===== src/rtl/byte_serializer.sv =====
// Parallel-in, serial-out word drainer with valid/ready on both the load and serial sides.
// Optional even-parity trailer bit is built when BYTE_SERIALIZER_PARITY_EN is defined.
module byte_serializer #(
   parameter int unsigned WIDTH     = 8,
   parameter logic        LSB_FIRST = 1'b1
) (
   input  logic             clk,
   input  logic             rst,
   input  logic [WIDTH-1:0] d,
   input  logic             load_valid,
   output logic             load_ready,
   output logic             sout,
   output logic             sout_valid,
   input  logic             sout_ready,
   output logic             busy,
   output logic             done
);

   // Handshakes: a word is accepted on a cycle with load_valid && load_ready; a bit
   // moves on a cycle with sout_valid && sout_ready. Nothing moves on any other cycle.
   localparam int unsigned CNT_W = $clog2(WIDTH);
   localparam logic [CNT_W-1:0] CNT_LAST = CNT_W'(WIDTH - 1);

   localparam logic [1:0] S_IDLE  = 2'd0;
   localparam logic [1:0] S_SHIFT = 2'd1;
`ifdef BYTE_SERIALIZER_PARITY_EN
   localparam logic [1:0] S_PAR   = 2'd2;
`endif
   localparam logic [1:0] S_DONE  = 2'd3;

   logic [1:0]       state_q, state_d;
   logic [WIDTH-1:0] shreg_q, shreg_d;
   logic [CNT_W-1:0] cnt_q, cnt_d;
`ifdef BYTE_SERIALIZER_PARITY_EN
   logic             par_q, par_d;
`endif

   always_comb begin
      state_d = state_q;
      shreg_d = shreg_q;
      cnt_d   = cnt_q;
`ifdef BYTE_SERIALIZER_PARITY_EN
      par_d   = par_q;
`endif
      case (state_q)
         S_IDLE: begin
            if (load_valid) begin
               shreg_d = d;
               cnt_d   = '0;
`ifdef BYTE_SERIALIZER_PARITY_EN
               par_d   = ^d;
`endif
               state_d = S_SHIFT;
            end
         end
         S_SHIFT: begin
            if (sout_ready) begin
               shreg_d = LSB_FIRST ? (shreg_q >> 1) : (shreg_q << 1);
               // Counter holds at its last value instead of wrapping at the final bit.
               if (cnt_q == CNT_LAST) begin
`ifdef BYTE_SERIALIZER_PARITY_EN
                  state_d = S_PAR;
`else
                  state_d = S_DONE;
`endif
               end else begin
                  cnt_d = cnt_q + CNT_W'(1);
               end
            end
         end
`ifdef BYTE_SERIALIZER_PARITY_EN
         S_PAR: begin
            if (sout_ready) state_d = S_DONE;
         end
`endif
         S_DONE:  state_d = S_IDLE;
         default: state_d = S_IDLE;
      endcase
   end

   always_ff @(posedge clk or posedge rst) begin
      if (rst) begin
         state_q <= S_IDLE;
         shreg_q <= '0;
         cnt_q   <= '0;
`ifdef BYTE_SERIALIZER_PARITY_EN
         par_q   <= 1'b0;
`endif
      end else begin
         state_q <= state_d;
         shreg_q <= shreg_d;
         cnt_q   <= cnt_d;
`ifdef BYTE_SERIALIZER_PARITY_EN
         par_q   <= par_d;
`endif
      end
   end

   // All outputs decode from state and register only; sout_ready never reaches them.
   always_comb begin
      sout = 1'b0;
      if (state_q == S_SHIFT) sout = LSB_FIRST ? shreg_q[0] : shreg_q[WIDTH-1];
`ifdef BYTE_SERIALIZER_PARITY_EN
      if (state_q == S_PAR) sout = par_q;
`endif
   end

`ifdef BYTE_SERIALIZER_PARITY_EN
   assign sout_valid = (state_q == S_SHIFT) || (state_q == S_PAR);
`else
   assign sout_valid = (state_q == S_SHIFT);
`endif
   assign load_ready = (state_q == S_IDLE);
   assign busy       = (state_q != S_IDLE);
   assign done       = (state_q == S_DONE);

endmodule


===== config.mk =====
export PLATFORM = sky130hd
export DESIGN_NAME = byte_serializer
export DESIGN_NICKNAME = d
export VERILOG_FILES = /design/src/rtl/byte_serializer.sv
export SDC_FILE = /design/constraint.sdc
export NUM_CORES = 1
export LEC_CHECK = 0
export CAP_MARGIN = 15
export CELL_PAD_IN_SITES_DETAIL_PLACEMENT = 0
export CELL_PAD_IN_SITES_GLOBAL_PLACEMENT = 1
export CORE_MARGIN = 5
export CORE_UTILIZATION = 38
export DETAILED_ROUTE_END_ITERATION = 7
export PLACE_DENSITY_LB_ADDON = 0.1
export SYNTH_ARGS = -nofsm -noshare
export SYNTH_HDL_FRONTEND = slang
export SYNTH_SLANG_ARGS = --single-unit

===== constraint.sdc =====
create_clock -name clk -period 2.2 [get_ports clk]
set_clock_uncertainty 0.15 [all_clocks]
set_input_delay 0.66 -clock clk [delete_from_list [all_inputs] [get_ports clk]]
set_output_delay 0.66 -clock clk [all_outputs]
set_load 0.005 [all_outputs]

======== Word level (Yosys, flattened, before mapping) ========
Index checks and enable logic that the tools add are counted.
storage, ports and cells
  memories kept ........................... 0
  register bits after elaboration ......... 13
  latch bits .............................. 0
  word-level logic and storage cells ...... 29
  memory bits (writable) .................. 0
  bits in read-only memories .............. 0
  output and inout bits ................... 5
  input bits .............................. 12
cells by class
  muxes and demuxes ....................... 12
  shift operators ......................... 0
  multipliers ............................. 0
  magnitude comparators ................... 0
  bitwise operators ....................... 0
  reduce and logical (&&, ||, !) cells .... 6
  $add $sub $neg .......................... 1
  equality and inequality tests ........... 7
  divide/modulo/power cells ............... 0
operators with widths
  kind                                                  count
  two-way mux 8 bit                                     2
  one-hot mux 8 bit (2 select lines)                    1
  two-way mux 3 bit                                     3
  two-way mux 2 bit                                     3
  one-hot mux 3 bit (2 select lines)                    1
  AND reduction 3 bit                                   2
  != test 2 x 1 -> 1 bit (second input constant)        2
  != test 2 bit (second input constant)                 2
  one-hot mux 2 bit (2 select lines)                    1
  AND reduction 4 bit                                   1
  nonzero test 2 bit                                    2
  adder 3 x 1 -> 3 bit (second input constant)          1
  equality test 3 bit (second input constant)           1
  equality test 2 x 1 -> 1 bit (second input constant)  1
  equality test 2 bit (second input constant)           1
  logical NOT 2 bit                                     1
  two-way mux 1 bit                                     1

======== Longest topological paths before layout ========
  word-level depth ........................ 4
  mapped depth ............................ 5
  depth with buffers taken out ............ 5

======== Worst setup path before layout ========
No wires, ideal clock.
  path kind ............................... register to output
  from .................................... register state_q[1]
  to ...................................... output sout
  stages on the path, launching flop included .. 6
  setup slack ............................. 433 ps
  required time ........................... 1390 ps
  buffers on the path ..................... 2
  arrival ................................. 957 ps
  path through ............................ dfrtp_1 -> buf_6 -> nand2b_4 -> buf_6 -> inv_1 -> and2_1
on the way
  word-level cells in the longest chain between the ends .. 2
ends and longest elaborated chain
  element                       RTL line  RTL
  start, declared               31        logic [1:0] state_q, state_d;
  start signal, assigned        90        state_q <= state_d;
  equality test 2 x 1 -> 1 bit  -
  named net sout_valid          13        output logic sout_valid,
  two-way mux 1 bit             102       if (state_q == S_SHIFT) sout = LSB_FIRST ? shreg_q[0] : shreg_q[WIDTH-1];
  end, declared                 12        output logic sout,
The timed path passes the listed nets, and every way through them passes these cells.

======== Worst setup path after layout ========
  from .................................... register state_q[1]
  to ...................................... output sout
on the way
  word-level cells in the longest chain between the ends .. 2
ends and longest elaborated chain
  element                       RTL line
  equality test 2 x 1 -> 1 bit  102
  two-way mux 1 bit             102
No other way between the ends.

==> flow_summary.yaml <==
timing:
  finalHoldViolCount: 0
  fmax_ghz: 0.472
  final-setup-viol-count: 0
  fin_crit_sh: 0.963
  finalSetupTns_ns: 0
  period_minus_slack_ns: 2.12
  fin_ws_ns: 0.0806
  rsz0062_at_grt: "false"
  slew_headroom: 0.643
  worst-slew-pin-transition_ns: 0.536
  slew_violations: 0
power_and_ir_drop:
  power.internal_mw: 0.697
  report.power.total_mw: 0.989
  power.leakage_nw: 0.525
  power_frac_clock: 0.149
  power_switching_mw: 0.292
  p_per_area_mw_per_mm2: 946
  pwr-share-comb: 0.484
  p_sw_frac: 0.295
  ir_worst_vdd_uv: 567
  seq_power_share: 0.367
clock_network:
  clkSinkCount: 13
  cts_root_buf: "clkbuf_4"
  cts.clk_slew.worst_paths_ns: 0.08
  worstSkewPairLatency_ns: 0.27
  cts-htree-levels: 1
  cts_tree: "built"
  cts_buffers: 3
  cts_buffer_depth: 2
die:
  row_count: 16
  die_area_mm2: 0.00305
  start_util: 0.397
  io_pins: 17
  core_area_mm2: 0.00196
  dieHeight_um: 55.3
  die_x_um: 55.3
setup_path:
  crit_chain: "buf_4 -> nand2b_4 -> inv_1 -> and2_1 -> clkdlybuf4s15_1"
  setup.worst_path.class: "flop to output port"
  max_stage_delay_ns: 0.41
  rr_worst_depth: 5
  required_ns: 1.39
  end_kind: "output port"
  crit_fanout: 3
  cp.arrival_ns: 1.31
  critPathLaunchType: "flop"
  worst_path_max_delay_cell: "dfrtp_1"
hold_path:
  min_path_cells: 1
  hold_class: "flop to flop"
grt:
  antenna_found_initial: 0
  grt_use_total: 0.100
  overflow: 0
  grt_pass1_wl_mm: 2.50
  grt_pass1_vias: 577
  grt_max_degree: 14
logic_synthesis:
  ys_seq_elements: 13
  syn-instance-count: 61
  synth.avg_cell_area_um2: 12.8
  async_reset_ff_frac: 1.00
  synth_nets: 75
  yosysMostFrequentCell: "mux2_4"
  synth_top_cells_by_count: "mux2_4, dfrtp_1, inv_1"
  synth.top_cell.area_share: 0.418
  yosys_warnings: 0
  yosys.area.top_type: "dfrtp_1"
  synth_edf_count: 0
  ys.flop_type: "dfrtp_1"
  synth_area_um2: 778
  synth_area_leaders: "dfrtp_1, mux2_4, inv_1"
  seq_area_frac_synth: 0.418
  synth.distinct_cells: 21
drt:
  vias: 524
  wl_mm: 1.40
  firstDrtPassIters: 2
  ant_nets: 0
  avgViaCountPerCell: 4.52
  wl_per_cell_um: 12.1
  drc: 0
  first_iter_violations: 2
layout:
  nets: 104
  instances_no_fill: 116
  diodes: 0
  final_layout_size_suffix_gt1_frac: 0.382
  area_delta_synth_final_pct: 34.2
  fill_cells: 200
placement:
  dp_hpwl_mm: 1.05
  port_buffers: 16
  gp_congestion: 0.729
  placed_cells: 107
  dpl_worst_slack_ns: 0.0222
run:
  drv_cap: 0
outcome:
  status: "completed"
## sequential cells by signal (all words and copies together) (netlist names)
| register | count |
|---|---|
| cnt_q | 3 |
| state_q | 2 |
| shreg_q | 8 |
## layout by cell type, fill, tap and decap left out, types with 3 or more instances in the layout
master,n
buf_4,10
clkbuf_4,3
clkdlybuf4s50_1,11
dfrtp_1,12
inv_1,8
mux2_4,14
nand2_1,3
## critical path: cells and delay by family (launching register included)
| family | cells | cell delay [ns] |
|---|---|---|
| flip-flops | 1 | 0.41 |
| buffers and inverters | 3 | 0.38 |
| AND/OR/NAND/NOR | 2 | 0.24 |
## metal layers
metal,global-route usage,routed length [µm],up-vias
met3,0.0396,52,0
met4,0.0208,0,0
met2,0.162,675,11
met1,0.126,677,248
li1,-,-,265
met5,0,0,-
## power by group through the flow
stage                     sequential [mW]  clock (mW)  combinational [mW]
after floorplan                     0.361           0               0.361
after global placement              0.373           0               0.470
after detailed placement            0.373           0               0.471
after CTS                           0.363       0.158               0.487
after global routing                0.374       0.168               0.528
final                               0.363       0.148               0.478
## worst paths after layout
check | startpoint | to | slack [ns]
setup / recovery | state_q[1] | sout | 0.08
hold / removal | shreg_q[4] | shreg_q[4] | 0.37
setup reg to reg | state_q[0] | shreg_q[2] | 0.48
hold reg to reg | shreg_q[4] | shreg_q[4] | 0.37
max in group asynchronous | rst | state_q[0] | 0.94
min in group asynchronous | rst | shreg_q[0] | 0.57
## through the flow
step            util  hold slack, ns  instance area [µm²]
2_1_floorplan      -           0.323                  778
3_3_place_gp   0.503           0.343                  987
3_5_place_dp   0.503           0.350                  987
4_1_cts        0.534           0.370                 1050
5_1_grt        0.533           0.388                 1040
6_report       0.533           0.366                 1040
## cells by family after synthesis
kind of cell / Yosys count / share of synthesized area
AOI/OAI and AO/OA: 9 / 0.0756
adders and majority gates: 2 / 0.0321
buffers and inverters: 10 / 0.0675
DFF: 13 / 0.418
and+or+nand+nor: 11 / 0.111
muxes: 16 / 0.296
## cell type report
type	count	area [µm²]	area share
Inverter	8	30.0	0.0287
Clock buffer	4	26.3	0.0251
Tap cell	27	33.8	0.0323
Sequential cell	13	327	0.313
Timing Repair Buffer	26	228	0.218
Multi-Input combinational cell	38	400	0.383
## repair_timing
action / 4_1_cts / 5_1_grt
endpoints found under the setup margin: 5 / 3
gates resized for setup: 7 / 3
setup buffers: 5 / 0
hold buffers: 0 / 0
Note: power is estimated with default switching activity, not from simulation.
